<file path="src/rtl/systolic_writeback_if.sv">
// Memory write port between the systolic drain engine and the shared memory.
//   mem_wr_en : write request (master -> slave)
//   addr_wr   : word write address (master -> slave)
//   data_wr   : write data (master -> slave)
//   wr_ready  : slave accepts the write this cycle (slave -> master)
interface systolic_writeback_if #(
  parameter int unsigned ADDR_WIDTH = 32,
  parameter int unsigned DATA_WIDTH = 32
);
  logic                  mem_wr_en;
  logic [ADDR_WIDTH-1:0] addr_wr;
  logic [DATA_WIDTH-1:0] data_wr;
  logic                  wr_ready;

  modport master (output mem_wr_en, output addr_wr, output data_wr, input wr_ready);
  modport slave  (input mem_wr_en, input addr_wr, input data_wr, output wr_ready);
endinterface

</file>
<file path="src/rtl/systolic_writeback.sv">
// Drain engine for the systolic array result vector. On a rising edge of
// y_valid it snapshots Y and streams the M*K elements, in ascending order,
// as single-word writes starting at OUTPUT_BASE, honouring wr_ready.
// Ports:
//   clk, rst_systolic : clock (rising edge) and async active-low reset
//   Y, y_valid        : flat array result and its done level
//   wr                : memory write port (mem_wr_en/addr_wr/data_wr, wr_ready)
//   busy              : capture edge through the wb_done cycle
//   wb_done           : one-cycle pulse after the last accepted write
//   overrun           : sticky, y_valid rose while a drain was in progress
// Optional build macro: SYSTOLIC_WB_RELU_EN clamps negative elements to zero
// on the write data (snapshot keeps raw values).
module systolic_writeback #(
  parameter int unsigned           M           = 9,
  parameter int unsigned           K           = 5,
  parameter int unsigned           DATA_WIDTH  = 32,
  parameter int unsigned           ADDR_WIDTH  = 32,
  parameter logic [ADDR_WIDTH-1:0] OUTPUT_BASE = ADDR_WIDTH'(32'h00003000)
) (
  input  logic                         clk,
  input  logic                         rst_systolic,
  input  logic [DATA_WIDTH*M*K-1:0]    Y,
  input  logic                         y_valid,
  systolic_writeback_if.master         wr,
  output logic                         busy,
  output logic                         wb_done,
  output logic                         overrun
);
  localparam int unsigned N     = M * K;
  localparam int unsigned IDX_W = (N > 1) ? $clog2(N) : 1;
  localparam logic [IDX_W-1:0] LAST_IDX = IDX_W'(N - 1);

  typedef enum logic [1:0] {S_IDLE, S_WRITE, S_DONE} state_t;

  state_t                    state, state_nxt;
  logic [IDX_W-1:0]          idx, idx_nxt;
  logic [DATA_WIDTH*N-1:0]   snap;
  logic                      y_prev;
  logic                      rise, load, accept;
  logic [DATA_WIDTH-1:0]     elem_nxt;

  logic                      wr_en_q, wr_en_nxt;
  logic [ADDR_WIDTH-1:0]     addr_q, addr_nxt;
  logic [DATA_WIDTH-1:0]     data_q, data_nxt;
  logic                      busy_nxt, done_nxt, ovr_nxt;

  // Output-side data filter applied after the snapshot mux
  function automatic logic [DATA_WIDTH-1:0] wb_filter(input logic [DATA_WIDTH-1:0] e);
`ifdef SYSTOLIC_WB_RELU_EN
    return e[DATA_WIDTH-1] ? '0 : e;
`else
    return e;
`endif
  endfunction

  assign rise   = y_valid & ~y_prev;
  assign accept = (state == S_WRITE) & wr_en_q & wr.wr_ready;

  // State register
  always_ff @(posedge clk or negedge rst_systolic) begin
    if (!rst_systolic) state <= S_IDLE;
    else               state <= state_nxt;
  end

  // Next state and next registered outputs
  always_comb begin
    state_nxt = state;
    idx_nxt   = idx;
    load      = 1'b0;
    case (state)
      S_IDLE: begin
        if (rise) begin
          state_nxt = S_WRITE;
          idx_nxt   = '0;
          load      = 1'b1;
        end
      end
      S_WRITE: begin
        if (accept) begin
          if (idx == LAST_IDX) state_nxt = S_DONE;
          else                 idx_nxt   = idx + IDX_W'(1);
        end
      end
      S_DONE:  state_nxt = S_IDLE;
      default: state_nxt = S_IDLE;
    endcase

    // Element 0 comes straight from Y on capture since snap is not yet loaded
    elem_nxt  = load ? Y[DATA_WIDTH-1:0] : snap[32'(idx_nxt)*DATA_WIDTH +: DATA_WIDTH];
    data_nxt  = wb_filter(elem_nxt);
    addr_nxt  = OUTPUT_BASE + ADDR_WIDTH'(idx_nxt);
    wr_en_nxt = (state_nxt == S_WRITE);
    done_nxt  = (state_nxt == S_DONE);
    busy_nxt  = (state_nxt != S_IDLE);
    ovr_nxt   = overrun | (rise & (state != S_IDLE));
  end

  // Datapath and output registers
  always_ff @(posedge clk or negedge rst_systolic) begin
    if (!rst_systolic) begin
      idx     <= '0;
      snap    <= '0;
      y_prev  <= 1'b0;
      wr_en_q <= 1'b0;
      addr_q  <= '0;
      data_q  <= '0;
      busy    <= 1'b0;
      wb_done <= 1'b0;
      overrun <= 1'b0;
    end else begin
      idx     <= idx_nxt;
      y_prev  <= y_valid;
      if (load) snap <= Y;
      wr_en_q <= wr_en_nxt;
      addr_q  <= addr_nxt;
      data_q  <= data_nxt;
      busy    <= busy_nxt;
      wb_done <= done_nxt;
      overrun <= ovr_nxt;
    end
  end

  assign wr.mem_wr_en = wr_en_q;
  assign wr.addr_wr   = addr_q;
  assign wr.data_wr   = data_q;
endmodule

</file>
<file path="src/flat_wrapper.sv">
// flat-port wrapper written by rule: the top's interface ports become plain ports
module systolic_writeback_flat 
#(
  parameter int unsigned           M           = 9,
  parameter int unsigned           K           = 5,
  parameter int unsigned           DATA_WIDTH  = 32,
  parameter int unsigned           ADDR_WIDTH  = 32,
  parameter logic [ADDR_WIDTH-1:0] OUTPUT_BASE = ADDR_WIDTH'(32'h00003000)
)
  (clk, rst_systolic, Y, y_valid, busy, wb_done, overrun, wr_mem_wr_en, wr_addr_wr, wr_data_wr, wr_wr_ready);
  systolic_writeback_if #(.ADDR_WIDTH(ADDR_WIDTH), .DATA_WIDTH(DATA_WIDTH)) wr_i ();
  input  logic clk;
  input  logic rst_systolic;
  input  logic [DATA_WIDTH*M*K-1:0] Y;
  input  logic y_valid;
  output logic busy;
  output logic wb_done;
  output logic overrun;
  output wire logic [$bits(wr_i.mem_wr_en)-1:0] wr_mem_wr_en;
  output wire logic [$bits(wr_i.addr_wr)-1:0] wr_addr_wr;
  output wire logic [$bits(wr_i.data_wr)-1:0] wr_data_wr;
  input wire logic [$bits(wr_i.wr_ready)-1:0] wr_wr_ready;
  assign wr_mem_wr_en = wr_i.mem_wr_en;
  assign wr_addr_wr = wr_i.addr_wr;
  assign wr_data_wr = wr_i.data_wr;
  assign wr_i.wr_ready = wr_wr_ready;
  systolic_writeback #(.M(M), .K(K), .DATA_WIDTH(DATA_WIDTH), .ADDR_WIDTH(ADDR_WIDTH), .OUTPUT_BASE(OUTPUT_BASE)) u_core (.clk(clk), .rst_systolic(rst_systolic), .Y(Y), .y_valid(y_valid), .wr(wr_i), .busy(busy), .wb_done(wb_done), .overrun(overrun));
endmodule
</file>
<file path="config.mk">
export PLATFORM = sky130hd
export DESIGN_NAME = systolic_writeback_flat
export DESIGN_NICKNAME = d
export VERILOG_FILES = /design/src/rtl/systolic_writeback_if.sv /design/src/rtl/systolic_writeback.sv /design/src/flat_wrapper.sv
export SDC_FILE = /design/constraint.sdc
export NUM_CORES = 2
export LEC_CHECK = 0
export CELL_PAD_IN_SITES_DETAIL_PLACEMENT = 0
export CELL_PAD_IN_SITES_GLOBAL_PLACEMENT = 1
export CORE_AREA = 2 2 592 594
export CTS_CLUSTER_SIZE = 30
export DETAILED_ROUTE_END_ITERATION = 7
export DIE_AREA = 0 0 594 596
export PLACE_DENSITY = 0.53
export SYNTH_ARGS = -nofsm -noshare
export SYNTH_HDL_FRONTEND = slang
export SYNTH_SLANG_ARGS = --single-unit
</file>
<file path="constraint.sdc">
create_clock -name clk -period 4.4 [get_ports clk]
set_input_delay 0.44 -clock clk [delete_from_list [all_inputs] [get_ports clk]]
set_output_delay 0.44 -clock clk [all_outputs]
set_load 0.1 [all_outputs]
</file>
# After elaboration in Yosys (flattened, before gate mapping)
# Cells that the tools add are included.
# word_totals
reg_bits	1517
output_inout_bits	68
wordCells	37
# classes
add_sub_neg	2
n_eq_ne	4
n_shift	1
muxes	11
n_bitwise	6
reduce_logical	3
# ops
operator	count
variable part select 1440 x 12 -> 32 bit	1
two-way mux 32 bit	1
two-way mux 6 bit	3
adder 14 x 6 -> 15 bit, first input constant	1
case mux 6 bit (2 select lines)	1
adder 6 x 1 -> 6 bit, second input constant	1
equality test 6 bit, second input constant	1
two-way mux 2 bit	3
bitwise AND 1 bit	4
equality test 2 x 1 -> 1 bit, second input constant	2
case mux 2 bit (2 select lines)	1
nonzero test 2 bit	2
equality test 2 bit, second input constant	1
zero test 2 bit	1
two-way mux 1 bit	2
inverter 1 bit	1
bitwise OR 1 bit	1

# Depth between registers and ports, before layout
# depth
depth_word	7
mapped_depth	16
depth_no_buf	11

# Worst setup path after synthesis
# Ideal clock, no wire load.
# synth_path
kind	reg2reg
start	register u_core.idx[0]
end	register u_core.data_q[10], in the netlist u_core.wr.data_wr[10]
arrival_time_ps	3866
required_time_ps	4261
slack_ps	395
stages_incl_launch_ff	14
n_path_buf	4
path_cell_list	dfrtp_1 clkbuf_1 buf_1 inv_1 ha_1 nand3b_1 o21ai_2 mux2_4 buf_6 buf_2 mux4_2 a21oi_1 a21oi_1 or4_1
# synth_via
elab_chain_len	6
word_cells_on_any_way	8
cone_classes	add/sub (1); eq/ne (1); shift (1); mux (5)
# synth_lines
element	line	rtl
start: declaration	systolic_writeback.sv:36	logic [IDX_W-1:0] idx, idx_nxt;
start signal: assignment	systolic_writeback.sv:111	idx <= idx_nxt;
adder 6 x 1 -> 6 bit or equality test 6 bit (tied branches)	systolic_writeback.sv:81, systolic_writeback.sv:80	
two-way mux 6 bit	systolic_writeback.sv:80	if (idx == LAST_IDX) state_nxt = S_DONE;
two-way mux 6 bit	systolic_writeback.sv:79	if (accept) begin
case mux 6 bit (2 select lines) (*)	systolic_writeback.sv:70	case (state)
variable part select 1440 x 12 -> 32 bit (*)	systolic_writeback.sv:89	elem_nxt = load ? Y[DATA_WIDTH-1:0] : snap[32'(idx_nxt)*DATA_WIDTH +: DATA_WIDTH];
two-way mux 32 bit (*)	systolic_writeback.sv:89	
net u_core.data_nxt[10]	systolic_writeback.sv:44	logic [DATA_WIDTH-1:0] data_q, data_nxt;
end signal: assignment	systolic_writeback.sv:116	data_q <= data_nxt;
end: declaration	systolic_writeback.sv:44	
# Mark *: on every way through the listed nets, which the timed path passes. The rest lies on a longest branch.
# A chain may end at the register's enable or synchronous reset.

# Worst setup path in the final report
# layout_path
start	register u_core.state[1]
end	register u_core.data_q[16], in the netlist u_core.wr.data_wr[16]
# layout_via
elab_chain_len	7
word_cells_on_any_way	9
cone_classes	eq/ne (1); shift (1); mux (4); bitwise (2); reduce/logical (1)
# layout_lines
element	line	rtl
start: declaration	systolic_writeback.sv:35	state_t state, state_nxt;
start signal: assignment	systolic_writeback.sv:62	else state <= state_nxt;
equality test 2 x 1 -> 1 bit	systolic_writeback.sv:57, systolic_writeback.sv:70	
bitwise AND 1 bit (2 in a row)	systolic_writeback.sv:57	assign accept = (state == S_WRITE) & wr_en_q & wr.wr_ready;
two-way mux 6 bit	systolic_writeback.sv:79	
case mux 6 bit (2 select lines)	systolic_writeback.sv:70	
variable part select 1440 x 12 -> 32 bit	systolic_writeback.sv:89	
two-way mux 32 bit (*)	systolic_writeback.sv:89	
net u_core.data_nxt[16]	systolic_writeback.sv:44	
# Marked as above.

==> results.py <==
metrics = {
    "floorplan": {
        "dieWidth_um": 594,
        "boundaryPins": 1512,
        "dieArea_um2": 354000,
        "rows": 217,
        "core_area_um2": 348000,
        "start_util": 0.197,
        "die_h_um": 596,
    },
    "drt": {
        "initialDrtViolationCount": 5496,
        "vias": 66900,
        "firstDrtPassIters": 8,
        "antenna_left": 0,
        "wirelength_um": 439000,
        "drt-vias-per-instance": 4.54,
        "drc": 0,
        "wl_per_cell_um": 29.7,
    },
    "logic_synthesis": {
        "syn_area_per_cell_um2": 8.16,
        "yosys_most_used_dff": "dfrtp_1",
        "netlist_top_cells_count": "nand2_1, dfrtp_1, clkbuf_1",
        "synth_top_family_by_area": "simple AND/OR/NAND/NOR gates",
        "synth_fa_ha_area_frac": 0.000365,
        "yosysTopAreaCell": "dfrtp_1",
        "synthXorXnorAreaFrac": 0,
        "ys_warn_count": 0,
        "ys_seq_area_frac": 0.542,
        "synth.top_cell.area_share": 0.542,
        "synthSimpleGateAreaFrac": 0.305,
        "synth_area_um2": 68600,
        "synth_seq_cells": 1486,
        "ys_async_sr_fraction": 1.00,
        "synth_compound_area_frac": 0.0687,
        "synth_cells": 8408,
        "yosys-top-cells-area": "dfrtp_1, nand2_1, clkbuf_1",
        "muxShareOfSynthArea": 0.0452,
        "synth_edf_count": 0,
        "synth_most_common_cell": "nand2_1",
        "ys_types": 57,
    },
    "timing": {
        "hold_viol_final": 0,
        "tns_ns": 0,
        "finalCritPeriodShare": 0.964,
        "max_slew_margin": 0.162,
        "rsz0062_at_grt": "false",
        "final-setup-viol-count": 0,
        "finClkSkew_ns": 0.0437,
        "fin_crit_ns": 4.24,
        "slew_violations": 0,
        "fin_ws_ns": 0.157,
        "fmax_mhz": 236,
        "tightest_slew_ns": 1.26,
    },
    "clock_network": {
        "htreeDepth": 4,
        "clock_latency_ns": 0.87,
        "cts_setup_buffers": 0,
        "clkSlewWorstSetupHoldPaths_ns": 0.06,
        "cts_sinks": 1486,
        "cts_tree": "done",
        "clk_path_buf_depth": 4,
        "cts-root-buf": "clkbuf_16",
        "numCtsBuffers": 191,
    },
    "setup_path": {
        "cp_slowest_cell": "o21ai_1",
        "path_max_fanout": 44,
        "path_delay_family": "compound AO/OA/AOI/OAI gates",
        "end_kind": "flip-flop",
        "arrival_ns": 4.95,
        "regToRegSetupSlack_ns": 0.16,
        "crit_chain": "and4b_1 > buf_4 > a41oi_1 > a311o_2 > buf_12 > a211oi_1 > a311oi_1 > buf_4 > o21ai_1 > and4b_1 > a31oi_1",
        "start_kind": "flip-flop",
        "slowest_delay_ns": 0.88,
        "crit_type": "flip-flop to flip-flop",
        "path_buf_inv": 3,
        "crit_required_ns": 5.10,
    },
    "min_path": {
        "min-delay-path-class": "primary input to flip-flop",
    },
    "place": {
        "place_hpwl_um": 349000,
        "dp_cells": 14300,
        "portBuffers": 1487,
        "place_ws_ns": -0.445,
        "gp_routability_congestion": 0.902,
    },
    "power_and_ir_drop": {
        "p_int_w": 0.0419,
        "swShare": 0.454,
        "p_leak_nw": 47.1,
        "p_comb_frac": 0.465,
        "power_frac_clock": 0.214,
        "power_density_nw_per_um2": 787,
        "switchingPower_w": 0.0348,
        "p_seq_frac": 0.321,
        "peakVddDrop_mv": 0.733,
    },
    "cells_and_area": {
        "fillers": 37600,
        "instances_no_fill": 14800,
        "multi_input_area_um2": 29000,
        "fin_nets": 11400,
        "regArea_um2": 37200,
        "drive_gt1_frac": 0.0810,
        "area_growth_pct": 42.1,
        "final_util": 0.280,
    },
    "grt": {
        "antenna_found_initial": 239,
        "grt_max_degree": 187,
        "grt_usage": 0.240,
        "grt_pass1_vias": 68400,
        "grt_pass1_wl_um": 589000,
        "grt_overflow": 0,
    },
    "run": {
        "maxCapViolCount": 0,
    },
    "run_status": {
        "status": "finished clean",
    },
}
state kept, by name, indices dropped and copies added, names as in the netlist:
name                 count
u_core.snap           1440
u_core.wr.data_wr       32
u_core.idx               5
u_core.state             2
u_core.wr.addr_wr        2
u_core.busy              1
u_core.overrun           1
u_core.wb_done           1
u_core.wr.mem_wr_en      1
u_core.y_prev            1
metal layers:
layer  share of wire  wire (um)  vias to the layer above  GRT usage
met5          0.0017        733                        -          0
li1                -          -                    30000          -
met1            0.43     186000                    33400      0.307
met2            0.47     208000                     2691      0.399
met4           0.034      14900                      110     0.0799
met3           0.065      28700                      700     0.0536
worst min-delay path: stages:
cell and delay (ns):
clkdlybuf4s50_1 0.40, nand2_1 0.06, nand2_1 0.04
path summary, 6_finish.rpt:
check,start,end,cells after the start
setup / recovery,u_core.state[1]$_DFF_PN0_,u_core.wr.data_wr[16]$_DFF_PN0_,11
hold / removal,Y[467],u_core.snap[467]$_DFFE_PN0P_,3
setup reg to reg,u_core.state[1]$_DFF_PN0_,u_core.wr.data_wr[16]$_DFF_PN0_,11
hold reg to reg,u_core.snap[64]$_DFFE_PN0P_,u_core.snap[64]$_DFFE_PN0P_,2
max in group asynchronous,rst_systolic,u_core.snap[852]$_DFFE_PN0P_,3
min in group asynchronous,rst_systolic,u_core.wr.addr_wr[12]$_DFF_PN0_,2
through the flow:
step	hold WS, ns	power, W	cell area, um2
finish	0.0971	0.0767	97500
global route	0.0565	0.0809	97300
CTS	0.0000844	0.0777	97200
detailed placement	0.454	0.0608	90400
global placement	0.451	0.0607	90400
floorplan	0.144	0.0405	68700
cell usage in the layout (no fill, tap or decap), drive strengths merged, types with 3 or more instances in the layout:
cell type and instances:
a211oi 130, a21o 19, a21oi 90, a221oi 19, a222oi 19, a22o 13, a311oi 39, a31oi 50
a32o 20, a32oi 41, and2 16, and3 105, and4b 14, buf 403, bufinv 11, clkbuf 293
clkdlybuf4s50 1448, clkinv 33, conb 25, dfrtp 1486, diode 88, dlygate4sd3 37, inv 19, mux2 3
mux2i 148, mux4 70, nand2 4897, nand2b 3, nand3 144, nand4 15, nor2 150, nor3 6
o21ai 232, o22ai 33, or4 19
logic make-up after synthesis:
group / after synthesis
multiplexers: 221
other: 2
flip-flops: 1486
AO/OA/AOI/OAI: 712
AND/OR/NAND/NOR: 5377
adder cells (fa/ha/maj): 2
buffers and inverters: 608
final cells by class:
class	count	share of cell area
Clock inverter	57	0.00727
Clock buffer	292	0.0589
Timing Repair Buffer	1889	0.193
Inverter	8	0.000462
Multi-Input combinational cell	6337	0.298
Tap cell	4599	0.0590
Antenna cell	88	0.00226
Sequential cell	1486	0.382
power by group through the flow:
stage	registers (W)	logic [W]	clock network, W
after global placement	0.0247	0.0360	0
final	0.0246	0.0357	0.0164
after global routing	0.0252	0.0385	0.0173
after detailed placement	0.0247	0.0361	0
after CTS	0.0245	0.0363	0.0169
after floorplan	0.0238	0.0167	0
repair_timing:
action / CTS / global route
resized for setup: 2 / 1
hold buffers: 37 / 0
pin swaps: 0 / 1
setup endpoints to repair: 2 / 1
hold endpoints to repair: 109 / 0
(Power assumes the default switching activity.)
